### src/rtl/ahb_sfr_bridge.sv
// AHB-Lite slave to APB2 master bridge feeding the SFR block; each legal word transfer becomes one SETUP/ACCESS pair.
// Define AHB_SFR_BRIDGE_ERR_RESP_EN to answer illegal transfers with a two-cycle ERROR instead of a silent OKAY.
module ahb_sfr_bridge #(
   parameter int SFR_WORDS = 8
) (
   input  logic        sys_clk,
   input  logic        rst_b,
   input  logic        hsel,
   input  logic [31:0] haddr,
   input  logic [1:0]  htrans,
   input  logic        hwrite,
   input  logic [2:0]  hsize,
   input  logic [31:0] hwdata,
   input  logic        hready,
   output logic        hreadyout,
   output logic        hresp,
   output logic [31:0] hrdata,
   output logic [31:0] apb_sfr_paddr,
   output logic        apb_sfr_psel,
   output logic        apb_sfr_penable,
   output logic        apb_sfr_pwrite,
   output logic [31:0] apb_sfr_pwdata,
   input  logic [31:0] sfr_apb_prdata
);

   localparam logic [31:0] WORD_LIMIT = 32'(SFR_WORDS);

   typedef enum logic [2:0] {
      ST_IDLE,
      ST_LATCH,
      ST_SETUP,
      ST_ACCESS,
      ST_DONE
`ifdef AHB_SFR_BRIDGE_ERR_RESP_EN
      ,
      ST_ERR1,
      ST_ERR2
`endif
   } state_t;

   state_t state;
   logic   accept;
   logic   legal;
   logic   can_start;

   assign accept    = hsel & htrans[1] & hready;
   assign legal     = (hsize == 3'b010) && (haddr[1:0] == 2'b00) &&
                      ({26'd0, haddr[7:2]} < WORD_LIMIT);
`ifdef AHB_SFR_BRIDGE_ERR_RESP_EN
   assign can_start = (state == ST_IDLE) || (state == ST_DONE) || (state == ST_ERR2);
`else
   assign can_start = (state == ST_IDLE) || (state == ST_DONE);
`endif

   // New address phases are only taken while the data phase is completing, so one APB access at most is in flight.
   always_ff @(posedge sys_clk or negedge rst_b) begin
      if (!rst_b) begin
         state           <= ST_IDLE;
         hreadyout       <= 1'b1;
         hresp           <= 1'b0;
         hrdata          <= 32'd0;
         apb_sfr_paddr   <= 32'd0;
         apb_sfr_psel    <= 1'b0;
         apb_sfr_penable <= 1'b0;
         apb_sfr_pwrite  <= 1'b0;
         apb_sfr_pwdata  <= 32'd0;
      end else if (accept && can_start) begin
         apb_sfr_paddr  <= haddr;
         apb_sfr_pwrite <= hwrite;
         if (legal) begin
            state     <= ST_LATCH;
            hreadyout <= 1'b0;
            hresp     <= 1'b0;
         end else begin
`ifdef AHB_SFR_BRIDGE_ERR_RESP_EN
            state     <= ST_ERR1;
            hreadyout <= 1'b0;
            hresp     <= 1'b1;
`else
            state     <= ST_DONE;
            hreadyout <= 1'b1;
            hresp     <= 1'b0;
`endif
         end
      end else begin
         case (state)
            ST_LATCH: begin
               if (apb_sfr_pwrite) begin
                  apb_sfr_pwdata <= hwdata;
               end
               apb_sfr_psel <= 1'b1;
               state        <= ST_SETUP;
            end
            ST_SETUP: begin
               apb_sfr_penable <= 1'b1;
               state           <= ST_ACCESS;
            end
            // prdata is only trustworthy in ACCESS of a read, so this is the single place hrdata moves.
            ST_ACCESS: begin
               if (!apb_sfr_pwrite) begin
                  hrdata <= sfr_apb_prdata;
               end
               apb_sfr_psel    <= 1'b0;
               apb_sfr_penable <= 1'b0;
               hreadyout       <= 1'b1;
               state           <= ST_DONE;
            end
`ifdef AHB_SFR_BRIDGE_ERR_RESP_EN
            ST_ERR1: begin
               hreadyout <= 1'b1;
               state     <= ST_ERR2;
            end
`endif
            default: begin
               hreadyout <= 1'b1;
               hresp     <= 1'b0;
               state     <= ST_IDLE;
            end
         endcase
      end
   end

endmodule

### config.mk
export PLATFORM = sky130hd
export DESIGN_NAME = ahb_sfr_bridge
export DESIGN_NICKNAME = d
export VERILOG_FILES = /design/src/rtl/ahb_sfr_bridge.sv
export SDC_FILE = /design/constraint.sdc
export NUM_CORES = 1
export LEC_CHECK = 0
export ABC_AREA = 1
export CAP_MARGIN = 20
export CORE_ASPECT_RATIO = 0.9
export CORE_UTILIZATION = 43
export CTS_CLUSTER_SIZE = 16
export DETAILED_ROUTE_END_ITERATION = 8
export PLACE_DENSITY = 0.85
export SYNTH_ARGS = -nofsm -noshare
export SYNTH_HDL_FRONTEND = slang
export SYNTH_SLANG_ARGS = --single-unit
### constraint.sdc
create_clock -name sys_clk -period 3.1 [get_ports sys_clk]
set_clock_uncertainty 0.05 [all_clocks]
set_input_delay 0.62 -clock sys_clk [delete_from_list [all_inputs] [get_ports sys_clk]]
set_output_delay 0.62 -clock sys_clk [all_outputs]
set_load 0.05 [all_outputs]
After elaboration in Yosys (flattened, before gate mapping)
Index checks and enable logic that the tools add are counted.
W data, S select, Z words.
{"block": "totals", "wordCells": 45, "ff_bits": 104}
{"block": "classes", "mux": 10, "reduce_logical": 14, "eq_ne": 7, "bitwise_logic": 4, "magnitude_cmp": 1}
{"cell": "$eq A3 B2 Y1 const B", "n": 3}
{"cell": "$pmux W3 S3", "n": 1}
{"cell": "$lt A6 B4 Y1 const B", "n": 1}
{"cell": "$mux W3", "n": 2}
{"cell": "$reduce_and A3 Y1", "n": 2}
{"cell": "$mux W1", "n": 5}
{"cell": "$ne A2 B1 Y1 const B", "n": 2}
{"cell": "$pmux W1 S2", "n": 2}
{"cell": "$reduce_and A2 Y1", "n": 2}
{"cell": "$reduce_bool A2 Y1", "n": 2}
{"cell": "$eq A3 B1 Y1 const B", "n": 1}
{"cell": "$eq A3 B3 Y1 const B", "n": 1}
{"cell": "$logic_and A1 B1 Y1", "n": 3}
{"cell": "$logic_not A3 Y1", "n": 1}
{"cell": "$reduce_or A3 Y1", "n": 1}
{"cell": "$and A1 B1 Y1", "n": 2}
{"cell": "$logic_not A2 Y1", "n": 1}
{"cell": "$not A1 Y1", "n": 2}
{"cell": "$reduce_or A2 Y1", "n": 1}
{"cell": "$logic_or A1 B1 Y1", "n": 1}

Longest topological paths before layout
{"block": "depth", "depth_word": 5, "ltp_mapped": 7}

Worst setup path after synthesis
Ideal clock, no wire load.
{"block": "synth_path", "path_type": "input to register", "from": "in hsel", "to": "reg apb_sfr_paddr[26]", "arrival_ps": 1218, "setup_ps": 119, "setup_slack_ps": 1713, "path_buffers": 1, "cell_stages": 6, "cell_sequence": "nand3_1 -> nor2_8 -> inv_4 -> buf_6 -> nand2_1 -> nand2_1"}
{"block": "synth_between", "elab_chain_len": 3}
{"item": "from (decl)", "line_no": "8", "text": "input logic hsel,"}
{"item": "$and A1 B1 Y1 (2 in a row)", "line_no": "46", "text": "assign accept = hsel & htrans[1] & hready;"}
{"item": "$logic_and A1 B1 Y1", "line_no": "67", "text": "end else if (accept && can_start) begin"}
{"item": "to (signal assigned)", "line_no": "68", "text": "apb_sfr_paddr <= haddr;"}
{"item": "to (decl)", "line_no": "18", "text": "output logic [31:0] apb_sfr_paddr,"}
Every way passes these cells.
A chain may end at the register's enable or synchronous reset.

Final worst setup path
{"block": "layout_path", "from": "reg hreadyout", "to": "out hreadyout"}
{"item": "from (decl)", "line_no": "15", "text": "output logic hreadyout,"}
{"item": "from (signal assigned)", "line_no": "59", "text": "hreadyout <= 1'b1;"}
{"item": "from (signal assigned)", "line_no": "72", "text": "hreadyout <= 1'b0;"}
{"item": "from (signal assigned)", "line_no": "81", "text": "hreadyout <= 1'b1;"}
No word-level cell between the ends.

==> results.py <==
metrics = {
    "worst_setup_path": {
        "endpoint_kind": "primary output",
        "crit_buf_inv": 1,
        "cp.arrival_ps": 1690,
        "worstSetupPathType": "reg -> out",
        "r2r-end": "apb_sfr_pwdata[23]",
        "required_ps": 2430,
        "path_delay_family": "buffers and inverters",
        "critPathSlowestCell": "clkdlybuf4s50_1",
        "cpPeakStageDelay_ps": 820,
        "cp-start-kind": "register",
        "rr_startpoint": "state[1]",
        "path_max_fanout": 2,
        "r2r_slack_ps": 1320,
        "reg2reg_depth": 3,
        "path_cells": "clkdlybuf4s50_1",
    },
    "clock_network": {
        "cts_hold_repair.buffers": 0,
        "cts.sinks": 103,
        "cts_buffers": 9,
        "ctsHtreeMaxLevel": 3,
        "clockBufferDepth": 2,
        "post_cts.repair.setup_buffers": 0,
        "clock-root-buffer": "clkbuf_8",
        "clock_latency_ps": 340,
        "cts_resized": 0,
        "cts_tree": "yes",
        "clk_pin_slew_ps": 100,
    },
    "floorplan": {
        "die_w_um": 106,
        "die_h_um": 95.2,
        "pin_count": 207,
        "start_util": 0.449,
        "die_area_mm2": 0.0101,
        "rows": 33,
        "coreArea_mm2": 0.00925,
    },
    "sta": {
        "worstMarginPinSlew_ps": 837,
        "slew_headroom": 0.441,
        "fin_crit_sh": 0.761,
        "fin_tns_setup_ps": 0,
        "rsz0062_at_grt": "false",
        "setup_viol": 0,
        "hold_violations": 0,
        "min_period_ps": 2360,
        "final-max-slew-violation-count": 0,
        "max_freq_mhz": 424,
    },
    "grt": {
        "grt_pass1_wl_mm": 16.4,
        "grt_start_max_net_pins": 65,
        "grt-busiest-layer": "met2",
        "met3_usage": 0.0417,
        "gr-total-overflow": 0,
        "grt_pass1_vias": 3417,
        "track_usage": 0.206,
        "grtUsageMet2": 0.354,
        "antenna_found_initial": 0,
        "met1_usage": 0.269,
    },
    "route": {
        "via_per_inst": 4.62,
        "wirelength_mm": 10.4,
        "vias": 3582,
        "drt_iter0_markers": 190,
        "wire_per_inst_um": 13.5,
        "drtPass1Iterations": 4,
        "drc": 0,
        "drtAntennaViolNets": 0,
    },
    "synthesis": {
        "synth_top_area_cell": "dfrtp_1",
        "yosys_warnings": 0,
        "synth_cells": 453,
        "synth-seq-area-share": 0.621,
        "yosysTopAreaCellShare": 0.615,
        "syn_avg_cell_area_um2": 9.17,
        "yosys.cell_types.count": 20,
        "synthTopCellsByArea": "dfrtp_1 (61%), nand2_1 (18%), nand3_1 (4.3%)",
        "syn-num-nets": 559,
        "ys_ff_latch": 103,
        "netlist_area_mm2": 0.00415,
    },
    "placed_design": {
        "io_buffers": 204,
        "place.gp.congestion": 0.785,
        "dp_hpwl_mm": 7.58,
    },
    "power_and_ir_drop": {
        "power_density_mw_per_mm2": 1260,
        "p_leak_nw": 3.18,
        "peakVddDrop_v": 0.000629,
    },
    "layout": {
        "most-common-layout-cells": "clkdlybuf4s50_1 (203), nand2_1 (198), dfrtp_1 (102)",
        "area_delta_synth_final_pct": 55.1,
        "num-fill-cells": 705,
        "multi_input_area_mm2": 0.00122,
        "diodes": 0,
        "seqCellArea_mm2": 0.00258,
        "mostFrequentLayoutCell": "clkdlybuf4s50_1",
        "fin_nets": 754,
        "postLayoutCoreUtil": 0.696,
        "final_layout_size_suffix_gt1_frac": 0.0475,
    },
    "outcome": {
        "status": "finished clean",
    },
    "min_path": {
        "hp-class": "in -> async",
    },
    "run": {
        "drv_cap": 0,
    },
}
==> power by group <==
| group | leakage [nW] | total (mW) | internal [mW] | switching (mW) |
|---|---|---|---|---|
| logic | 1.81 | 4.75 | 1.50 | 3.25 |
| clock network | 0.118 | 0.982 | 0.540 | 0.442 |
| registers | 1.25 | 2.38 | 2.00 | 0.377 |
| total | 3.18 | 8.11 | 4.04 | 4.07 |
==> cells in the mapped netlist <==
cell	number
clkbuf_2	1
conb_1	1
nor2_1	2
dfrtp_1	102
inv_4	2
nand4_4	1
buf_2	7
nand2_1	198
dfstp_2	1
nand3_1	36
o21ai_2	3
clkbuf_1	3
nor2_8	2
buf_6	9
o21ai_1	29
inv_2	3
buf_4	2
inv_1	42
nand2_4	2
o21ai_0	7
==> metal layers <==
layer | up-vias | part of all wire
met1 | 1657 | 0.44
met3 | 14 | 0.065
met5 | - | 0
met2 | 140 | 0.48
met4 | 0 | 0.015
li1 | 1771 | -
==> stage by stage <==
stage / hold WS, ps / power, mW / instances / worst slack (ps) / cell area [µm²]
global placement: 403 / 7.06 / 759 / 977 / 6200
finish: 216 / 8.11 / 775 / 742 / 6440
CTS: 233 / 8.17 / 775 / 721 / 6440
global route: 254 / 8.52 / 775 / 704 / 6440
detailed placement: 407 / 7.17 / 759 / 944 / 6200
floorplan: 274 / 5.49 / 453 / 1710 / 4150
==> state kept, by name, summed over array words and instances (netlist names) <==
signal,flops
apb_sfr_paddr,32
apb_sfr_penable,1
apb_sfr_psel,1
apb_sfr_pwdata,32
apb_sfr_pwrite,1
hrdata,32
hreadyout,1
state,3
==> worst max-delay path by stage <==
| stage | start | to | slack [ps] | depth (start not counted) |
|---|---|---|---|---|
| after floorplan | hsel | apb_sfr_paddr[26] | 1710 | 6 |
| after global routing | hreadyout | hreadyout | 700 | 1 |
| after global placement | hsel | apb_sfr_paddr[0] | 980 | 6 |
| after detailed placement | hsel | apb_sfr_paddr[0] | 940 | 6 |
| after CTS | hreadyout | hreadyout | 720 | 1 |
| final | hreadyout | hreadyout | 740 | 1 |
==> layout make-up <==
type,count,share of cell area
Clock buffer,11,0.0204
Sequential cell,103,0.400
Inverter,47,0.0282
Multi-Input combinational cell,281,0.190
Timing Repair Buffer,206,0.321
Tap cell,122,0.0237
Clock inverter,5,0.0161
==> cell families after synthesis <==
family,after synthesis,synth area share
and+or+nand+nor,241,0.244
DFF,103,0.621
buffers and inverters,69,0.0841
AOI/OAI and AO/OA,39,0.0497
other,1,0.000903
No activity file was read; power rests on OpenSTA's default activity.
